**config.mk**
```make
export PLATFORM = sky130hd
export DESIGN_NAME = branch_resolution_unit
export DESIGN_NICKNAME = d
export VERILOG_FILES = /design/src/rtl/riscv_defines.sv /design/src/rtl/pred_meta_stage.sv /design/src/rtl/branch_resolution_unit.sv
export SDC_FILE = /design/constraint.sdc
export NUM_CORES = 1
export LEC_CHECK = 0
export CAP_MARGIN = 0
export CORE_MARGIN = 8
export CORE_UTILIZATION = 45
export DETAILED_ROUTE_END_ITERATION = 10
export PLACE_DENSITY = 0.77
export SYNTH_ARGS = -nofsm -noshare
export SYNTH_HDL_FRONTEND = slang
export SYNTH_SLANG_ARGS = --single-unit
```
**constraint.sdc**
```tcl
create_clock -name clk -period 3.69 [get_ports clk]
set_input_delay 0.369 -clock clk [delete_from_list [all_inputs] [get_ports clk]]
set_output_delay 0.369 -clock clk [all_outputs]
set_load 0.005 [all_outputs]
```
**src/rtl/riscv_defines.sv**
```systemverilog
// Shared types for the branch prediction metadata that rides alongside
// instructions from fetch to execute.
package riscv_defines;

    typedef struct packed {
        logic        valid;
        logic        taken;
        logic [31:0] target;
    } pred_meta_t;

    localparam logic [31:0] PC_STEP = 32'd4;

endpackage

```
**src/rtl/pred_meta_stage.sv**
```systemverilog
// One prediction-metadata pipeline register. A flush clears only the valid
// bit, and a flush takes priority over a stall.
module pred_meta_stage
    import riscv_defines::*;
(
    input  logic       clk,
    input  logic       rst_n,
    input  logic       stall,
    input  logic       flush,
    input  pred_meta_t meta_in,
    output pred_meta_t meta_q
);

    always_ff @(posedge clk or negedge rst_n) begin
        if (!rst_n) begin
            meta_q <= '0;
        end else if (flush) begin
            meta_q.valid <= 1'b0;
        end else if (!stall) begin
            meta_q <= meta_in;
        end
    end

endmodule

```
**src/rtl/branch_resolution_unit.sv**
```systemverilog
// Carries fetch predictions through D/E, resolves them in execute, and drives
// the BHT update, the fetch redirect and the saturating performance counters.
module branch_resolution_unit
    import riscv_defines::*;
#(
    parameter int CNT_WIDTH = 32
) (
    input  logic                 clk,
    input  logic                 rst_n,
    input  logic                 valid_f,
    input  logic                 pred_taken_f,
    input  logic [31:0]          pred_target_f,
    input  logic                 stall_d,
    input  logic                 stall_e,
    input  logic                 flush_d,
    input  logic                 flush_e,
    input  logic [31:0]          pc_e,
    input  logic                 is_branch_e,
    input  logic                 is_jump_e,
    input  logic                 cflow_taken_e,
    input  logic [31:0]          cflow_target_e,
    output logic                 bht_update,
    output logic                 bht_outcome,
    output logic                 mispredict_e,
    output logic [31:0]          redirect_pc_e,
    output logic [CNT_WIDTH-1:0] branch_cnt,
    output logic [CNT_WIDTH-1:0] mispredict_cnt
);

    function automatic logic [CNT_WIDTH-1:0] sat_inc(input logic [CNT_WIDTH-1:0] v);
        return (&v) ? v : v + CNT_WIDTH'(1);
    endfunction

    pred_meta_t meta_f_p0;
    pred_meta_t meta_p0;
    pred_meta_t meta_d_p1;
    pred_meta_t meta_p1;

    logic vld_p1;
    logic cflow;
    logic actual;
    logic raw_mispredict;
    logic resolve_ok;

    assign meta_f_p0 = '{valid: valid_f, taken: pred_taken_f, target: pred_target_f};

    // ---- D stage: fetch -> decode ----
    pred_meta_stage u_meta_d (
        .clk     (clk),
        .rst_n   (rst_n),
        .stall   (stall_d),
        .flush   (flush_d | mispredict_e),
        .meta_in (meta_f_p0),
        .meta_q  (meta_p0)
    );

    // A held D with a moving E must not duplicate D's instruction into E.
    always_comb begin
        meta_d_p1 = meta_p0;
        if (stall_d) begin
            meta_d_p1.valid = 1'b0;
        end
    end

    // ---- E stage: decode -> execute ----
    pred_meta_stage u_meta_e (
        .clk     (clk),
        .rst_n   (rst_n),
        .stall   (stall_e),
        .flush   (flush_e | mispredict_e),
        .meta_in (meta_d_p1),
        .meta_q  (meta_p1)
    );

    assign vld_p1 = meta_p1.valid;
    assign cflow  = is_branch_e | is_jump_e;
    assign actual = is_jump_e | (is_branch_e & cflow_taken_e);

    // A taken prediction on a non-control-flow instruction is an aliased BTB hit.
    assign raw_mispredict = (cflow & (meta_p1.taken != actual))
                          | (cflow & actual & meta_p1.taken & (meta_p1.target != cflow_target_e))
                          | (~cflow & meta_p1.taken);

    assign resolve_ok    = vld_p1 & ~stall_e;
    assign mispredict_e  = raw_mispredict & resolve_ok;
    assign redirect_pc_e = mispredict_e ? (actual ? cflow_target_e : pc_e + PC_STEP) : 32'd0;
    assign bht_update    = resolve_ok & is_branch_e;
    assign bht_outcome   = cflow_taken_e;

    always_ff @(posedge clk or negedge rst_n) begin
        if (!rst_n) begin
            branch_cnt     <= '0;
            mispredict_cnt <= '0;
        end else begin
            if (resolve_ok & cflow) begin
                branch_cnt <= sat_inc(branch_cnt);
            end
            if (mispredict_e) begin
                mispredict_cnt <= sat_inc(mispredict_cnt);
            end
        end
    end

endmodule

```
# Yosys cells after proc, flatten, opt, wreduce, memory -nomap -nowiden
# Index checks and enable logic that the tools add are counted.
[totals]
register_bits = 132
in_bits = 107
[op_classes]
addsub = 3
eq_ne = 4
n_mux = 7
bitwise_logic = 23
n_reduce_logical = 6
[ops]
columns = ["cell", "n"]
rows = [
  ["34-bit two-way mux", 2],
  ["32-bit by 1-bit adder with 32-bit output (second input constant)", 2],
  ["32-bit two-way mux", 2],
  ["32-bit AND reduction", 2],
  ["32-bit by 3-bit adder with 32-bit output (second input constant)", 1],
  ["32-bit != test", 1],
  ["1-bit bitwise AND", 10],
  ["2-bit AND reduction", 4],
  ["1-bit NOT", 7],
  ["1-bit bitwise OR", 6],
  ["2-bit by 1-bit != test with 1-bit output (second input constant)", 2],
  ["1-bit two-way mux", 3],
  ["1-bit != test", 1],
]

# Longest topological paths before layout
# Gate-level depths: netlist (run 1).
[logic_depth]
word_depth = 11
mapped_depth = 8
mapped_depth_nobuf = 7

# Hierarchy
# Synthesis (run 1) repeated with hierarchy kept, for this count alone.
[unflattened]
cells_unflattened = 654
area_unflattened_um2 = 7120.6
[by_module_without_submodules]
columns = ["module", "instances", "cells_per_inst", "area_per_inst_um2", "seq_area_each_um2"]
rows = [
  ["branch_resolution_unit", 1, 508, 4543.1, 1601.5],
  ["pred_meta_stage", 2, 73, 1288.7, 850.8],
]

# Worst setup path after synthesis (run 1)
# OpenSTA, ideal clock, no wires.
[synth_path]
path_kind = "reg-to-output"
startpoint = "register u_meta_e.meta_q[21] (netlist bit)"
endpoint = "output redirect_pc_e[10]"
t_arrival_ns = 1.892
required_ns = 3.321
path_slack_ns = 1.429
stages_incl_launch_ff = 9
path_buffers = 2
path_cell_list = "dfrtp_1 -> xor2_1 -> nor4_1 -> nand4_1 -> or3_1 -> clkbuf_1 -> nand2_1 -> buf_2 -> a211oi_1"
[synth_via]
elab_chain_cells = 6
[synth_rtl]
columns = ["element", "line", "source"]
rows = [
  ["start, declared", "pred_meta_stage.sv:11", "output pred_meta_t meta_q"],
  ["start signal, assigned", "pred_meta_stage.sv:20", "meta_q <= meta_in;"],
  ["32-bit != test", "branch_resolution_unit.sv:81", "| (cflow & actual & meta_p1.taken & (meta_p1.target != cflow_target_e))"],
  ["1-bit bitwise AND", "branch_resolution_unit.sv:81", ""],
  ["1-bit bitwise OR", "branch_resolution_unit.sv:81", ""],
  ["1-bit bitwise OR", "branch_resolution_unit.sv:82", "| (~cflow & meta_p1.taken);"],
  ["1-bit bitwise AND", "branch_resolution_unit.sv:85", "assign mispredict_e = raw_mispredict & resolve_ok;"],
  ["32-bit two-way mux", "branch_resolution_unit.sv:86", "assign redirect_pc_e = mispredict_e ? (actual ? cflow_target_e : pc_e + PC_STEP) : 32'd0;"],
  ["end, declared", "branch_resolution_unit.sv:25", "output logic [31:0] redirect_pc_e,"],
]
# No other way between the ends.

# Worst setup path in the final report (run 1)
[layout_path]
startpoint = "input is_branch_e"
endpoint = "output redirect_pc_e[4]"
[layout_via]
elab_chain_cells = 9
word_cells_on_any_way = 15
classes_between = "1 x eq/ne; 2 x mux; 12 x bitwise"
[layout_rtl]
columns = ["element", "line", "source"]
rows = [
  ["start, declared", "branch_resolution_unit.sv:18", "input logic is_branch_e,"],
  ["1-bit bitwise AND", "branch_resolution_unit.sv:77", "assign actual = is_jump_e | (is_branch_e & cflow_taken_e);"],
  ["1-bit bitwise OR", "branch_resolution_unit.sv:77", ""],
  ["1-bit bitwise AND (3 in series)", "branch_resolution_unit.sv:81", ""],
  ["1-bit bitwise OR", "branch_resolution_unit.sv:81", ""],
  ["1-bit bitwise OR", "branch_resolution_unit.sv:82", ""],
  ["1-bit bitwise AND", "branch_resolution_unit.sv:85", ""],
  ["32-bit two-way mux *", "branch_resolution_unit.sv:86", ""],
]
# Every way passes the cells marked *; elsewhere a longest branch is shown, timed or not.

==> run metrics, run 1 <==
Post-CTS Setup Inserts 0; Reg2Reg Setup Slack 870 ps; synth unique cells 44; Leak 4.02 nW; Post-Synthesis Cells around 660; unrepaired setup endpoints after global routing no; Boundary Pins about 200; cell taking the most area after synthesis dfrtp_1; #FFs+latches synth 132; largest net degree at the start of global routing 91; Avg WL per Cell 19.0 µm; largest cells by area after synthesis dfrtp_1 47%, mux2_1 9.8%, xnor2_1 8.1%; antenna violations before repair 0; Final period util approximately 94%; setup_tns 0 ps; Final Util about two thirds; Synth Flop Type dfrtp_1; cts hold-fix bufs 0; Clock Tree Buf Depth 2; Die Area between 15,000 and 20,000 µm²; top cell type's share of synthesized area between 40% and 50%; DP Worst Slack roughly 260 ps; Fin Hold WS slightly below 8 ps; Crit. Startpoint is_branch_e; Post-DP Area just over 9000 µm²; Clock Skews between 8 and 9 ps; FILL cells roughly 1,200; register area share after synthesis about 47%; layout cells sized above 1 around 7%; EDFF count, synth 0; first-pass GRT wire length 32,100 µm; Cell Count Post-Placement between 1,000 and 1,500; minimum clock period between 3000 and 4000 ps; via count 5,882; status complete, no violations; MaxCap Viol Count 0; r2r endpoint u_meta_d.meta_q[26]; Starting Density about 46%; fin. max-slew vios 0; Layout Area Growth over Synthesis 42.0%; R2R cell count 9; CTS root buffer clkbuf_16; TritonCTS clock tree done; Die Wd ~140 µm; worst min-delay path class input port to asynchronous set/reset pin; Syn Nets slightly below 800; Overflow after GRT 0; Num CTS Buffers 17; Setup Viol. Count Final 0; measured slew at the worst slew-check pin about 1100 ps; crit end category primary output; Port-buffer cells approximately 210; final worst slack ~240 ps; DR iter-0 viols 306; drt via density about 5.5; Highest Clock Rate ~0.29 GHz; Finished Cell Area ~10000 µm²; Power Density about 400 nW/µm²; synthesized area around 7000 µm²; Setup CP Type input port to primary output; asr flop ratio synth 100%; PostCTS Resize Cnt 0; DRC Markers 0; Worst IR Drop VDD 337 µV; clk sinks around 130; Post-Layout Cell Count approximately 1,100; Synth Warn # 0; RR Startpoint u_meta_e.meta_q[26]; core area around 15,000 µm²; number of inserted diodes 0; Post-DP HPWL about 15,000 µm; syn avg cell area between 10 and 15 µm²; Routed WL around 20,000 µm; Max H-tree Level 4; Worst EP arrival roughly 3100 ps; routability cong. just under 0.9; first drt pass iteration count 5; nets@finish ~980; number of global-route vias before repair ~6,000; total power roughly 4.0 mW; Worst-path clk slew roughly 60 ps; post-route ant nets 0; Rel. slew slack 23.9%; CP max FO 32; Total GRT Usage 20.7%; Clock Latency Late Sink 410 ps; Worst Path Required 3320 ps; Critical Path Start Type input port; die span in y 141 µm; final hold violation count 0; standard-cell rows 45
## layout by cell type, fill, tap and decap left out, drive strengths merged, types with 4 or more instances in the layout
master         Yosys  layout
a211oi            29      29
a21oi              5       5
and2               5       5
and3              12      12
and4               8       8
buf               11      17
clkbuf            16      17
clkdlybuf4s50      0     204
dfrtp            132     132
inv               15      21
mux2              68      68
nand2             38      38
nand3             39      39
nand4             33      33
nor2              53      53
nor3              16      16
nor4              23      23
o21ai              4       4
or3                6       6
or4                9       9
xnor2             65      65
xor2              53      53
## power breakdown
group	switching (mW)	internal (mW)	leakage, nW	total (mW)
clock	0.680	1.08	0.293	1.76
sequential	0.112	1.61	1.67	1.72
combinational	0.229	0.301	2.05	0.530
## synthesized netlist by cell type, types with 2 or more instances
master / instances
dfrtp_1: 132
xnor2_1: 65
mux2_1: 61
nor2_1: 53
xor2_1: 53
nand3_1: 39
nand2_1: 38
nand4_1: 33
a211oi_1: 29
nor4_1: 22
clkbuf_1: 16
inv_1: 15
nor3_1: 15
and3_1: 12
buf_2: 10
or4_1: 9
and4_1: 8
mux2_2: 7
or3_1: 6
and2_1: 5
a21oi_1: 4
ha_1: 3
mux2i_1: 3
o21a_1: 2
o21ai_2: 2
## flip-flops by register name, indices dropped and copies added (netlist names)
signal           count
u_meta_d.meta_q     34
u_meta_e.meta_q     34
branch_cnt          32
mispredict_cnt      32
## cell type report
| class | count | area [µm²] | area share [%] |
|---|---|---|---|
| Clock inverter | 15 | 194 | 1.95 |
| Sequential cell | 132 | 3300 | 33.2 |
| Multi-Input combinational cell | 487 | 3550 | 35.7 |
| Inverter | 15 | 56.3 | 0.566 |
| Timing Repair Buffer | 221 | 2190 | 22.0 |
| Tap cell | 188 | 235 | 2.36 |
| Clock buffer | 17 | 425 | 4.27 |
## routing by layer
metal	track usage, %	routed length [µm]	part of all wire [%]
met1	25.8	8870	43
met2	34.6	10300	50
met3	4.79	925	4.5
met4	7.47	432	2.1
met5	0	0	0
## worst max-delay path, cell delays in order
cell and delay (ps):
clkdlybuf4s50_1 630, a21oi_4 120, nor4_1 380, nand4_1 240, or3_1 420, nand2_1 140
buf_12 200, a211oi_1 70, clkdlybuf4s50_1 490
## cells by family after synthesis
logic type | Yosys count | synth area share, %
simple gates | 249 | 18.9
flops | 132 | 47.1
xor+xnor | 118 | 14.8
mux | 71 | 11.4
compound gates | 46 | 4.80
buf+inv | 42 | 2.48
fa+ha+maj | 3 | 0.536
## worst max path at each step
stage                                   end  slack (ps)  cells past startpoint
final                      redirect_pc_e[4]         240                      9
after detailed placement   redirect_pc_e[4]         260                      9
after global routing      redirect_pc_e[21]          90                      9
after CTS                 redirect_pc_e[29]         260                      9
after floorplan           redirect_pc_e[10]        1430                      8
after global placement    redirect_pc_e[31]         270                      9
(Power assumes the default switching activity.)
==> inputs of run 2 (changes only) <==
clock period = 4.15 ns   (was 3.69 ns; I/O delays follow)
==> run 2 against run 1 <==
Net effect: the run now ends with hold timing left; register-to-register slack improved by 540 ps; critical path type unchanged; critical path depth fell by 1; via count rose by 0.19%; highest routed layer unchanged; combinational power fell by 12%; largest power group is now sequential cells.
==> run metrics, run 2 (synthesized netlist as in run 1, its figures left out) <==
status finished, violations left; failing checks hold timing; minimum clock period ~3600 ps; Port-buffer cells 205; core area about 15,000 µm²; Boundary Pins 206; Overflow after GRT 0; number of inserted diodes 0; first drt pass iteration count 4; Num CTS Buffers 17; Setup Viol. Count Final 0; DRC Markers 0; final worst slack around 530 ps; R2R cell count 9; nets@finish around 1,000; Reg2Reg Setup Slack roughly 1400 ps; Max H-tree Level 4; Internal about 2.7 mW; Total GRT Usage a little over 20%; TritonCTS clock tree done; setup_tns 0 ps; Rel. slew slack roughly 23%; via count 5,893; Die Wd about 140 µm; Worst IR Drop VDD 353 µV; sequential share of power between 40% and 50%; Leak roughly 4 nW; Setup CP Type input port to primary output; largest net degree at the start of global routing 73; measured slew at the worst slew-check pin 1160 ps; Die Area around 20,000 µm²; fin. max-slew vios 0; Post-DP Area 9300 µm²; die span in y 141 µm; Fin Hold WS -6.31 ps; Worst Path Required 3730 ps; final hold violation count 2; Power Density roughly 350 nW/µm²; Post-DP HPWL around 15,000 µm; first-pass GRT wire length between 30,000 and 40,000 µm; Clock Skews around 7.9 ps; post-route ant nets 0; r2r endpoint u_meta_d.meta_q[16]; Switching Fraction 23.7%; drt via density between 5 and 6; worst min-delay path class input port to asynchronous set/reset pin; total power roughly 3.5 mW; Critical Path End redirect_pc_e[27]; biggest regs u_meta_d.meta_q (34), u_meta_e.meta_q (34); Final period util between 80% and 90%; routability cong. 0.840; number of global-route vias before repair 5,863; MaxCap Viol Count 0; standard-cell rows 45; Post-CTS Setup Inserts 0; Starting Density 46.1%; Highest Clock Rate around 0.28 GHz; RR Startpoint u_meta_e.meta_q[26]; antenna violations before repair 0; CTS root buffer clkbuf_16; Switch Pwr ~0.83 mW; Worst EP arrival 3200 ps; Layout Area Growth over Synthesis 41.3%; Clock Latency Late Sink between 400 and 500 ps; DP Worst Slack around 520 ps; Avg WL per Cell 18.9 µm; crit end category primary output; layout cells sized above 1 ~6.5%; DR iter-0 viols ~360; Clk pwr share 43.1%; Worst-path clk slew 50 ps; Clock Tree Buf Depth 2; Logic pwr share between 10 and 15%; PostCTS Resize Cnt 0; clk sinks 132; Critical Path Start Type input port; most frequent cells in the layout 204 x clkdlybuf4s50_1, 132 x dfrtp_1, 65 x xnor2_1; unrepaired setup endpoints after global routing no; Crit. Startpoint pc_e[4]; Routed WL approximately 20,000 µm; cts hold-fix bufs 0; FILL cells between 1,000 and 1,500; CP max FO 5; Finished Cell Area just under 10,000 µm²; most common cell after layout, fill and taps aside clkdlybuf4s50_1
==> run 2: changes by cell type in the layout (fill, tap and decap cells not counted), sizes merged <==
cell    previous run  this run
clkbuf            17        23
inv               21        15
buf               17        12
bufinv             3         2
==> run 2: power by group through the flow <==
stage	Clock (mW)	Sequential, mW	Combinational [mW]
floorplan	0	1.52	0.232
global placement	0	1.54	0.460
detailed placement	0	1.55	0.470
CTS	1.54	1.53	0.474
global route	1.60	1.54	0.516
finish	1.51	1.52	0.468
==> run 2: area by class of cell <==
class	instances	area, µm²	share of cell area, %
clock inverters	8	97.6	0.986
repair buffers	216	2150	21.7
inverters	15	56.3	0.569
well taps	188	235	2.38
flip-flops and latches	132	3300	33.4
clock buffers	23	508	5.13
multi-input cells	487	3550	35.9
==> run 2: metal layers <==
layer / up-vias / wire, µm / GRT usage, %
met5: - / 0 / 0
met4: 0 / 456 / 7.58
met3: 28 / 751 / 3.48
met2: 151 / 10200 / 34.9
met1: 2920 / 8850 / 25.8
li1: 2794 / - / -
==> run 2: through the flow <==
stage	utilization (%)	std cells
2_1_floorplan	-	661
3_3_place_gp	61.1	1038
3_5_place_dp	61.1	1038
4_1_cts	65.1	1069
5_1_grt	65.1	1069
6_report	65.1	1069
==> run 2: how the worst min path moves through the flow <==
stage | from | endpoint | slack [ps] | depth (start not counted)
after floorplan | rst_n | branch_cnt[0] | 120 | 0
after global placement | rst_n | u_meta_d.meta_q[20] | 460 | 1
after detailed placement | rst_n | u_meta_e.meta_q[20] | 470 | 1
after CTS | rst_n | u_meta_e.meta_q[20] | 30 | 1
after global routing | rst_n | u_meta_e.meta_q[20] | 60 | 1
final | rst_n | u_meta_e.meta_q[20] | -6 | 1
==> run 2: critical path, cell delays in order <==
cell	delay, ps
clkdlybuf4s50_1	550
and3_1	240
nand4_1	250
or4_1	590
nor3_1	230
xnor2_1	130
a211oi_1	250
clkdlybuf4s50_1	540
==> inputs of run 3 (changes only) <==
SLEW_MARGIN = 5   (was not set)
==> results of run 3 <==
The final DEF is identical to that of run 2; final timing and power are the same.
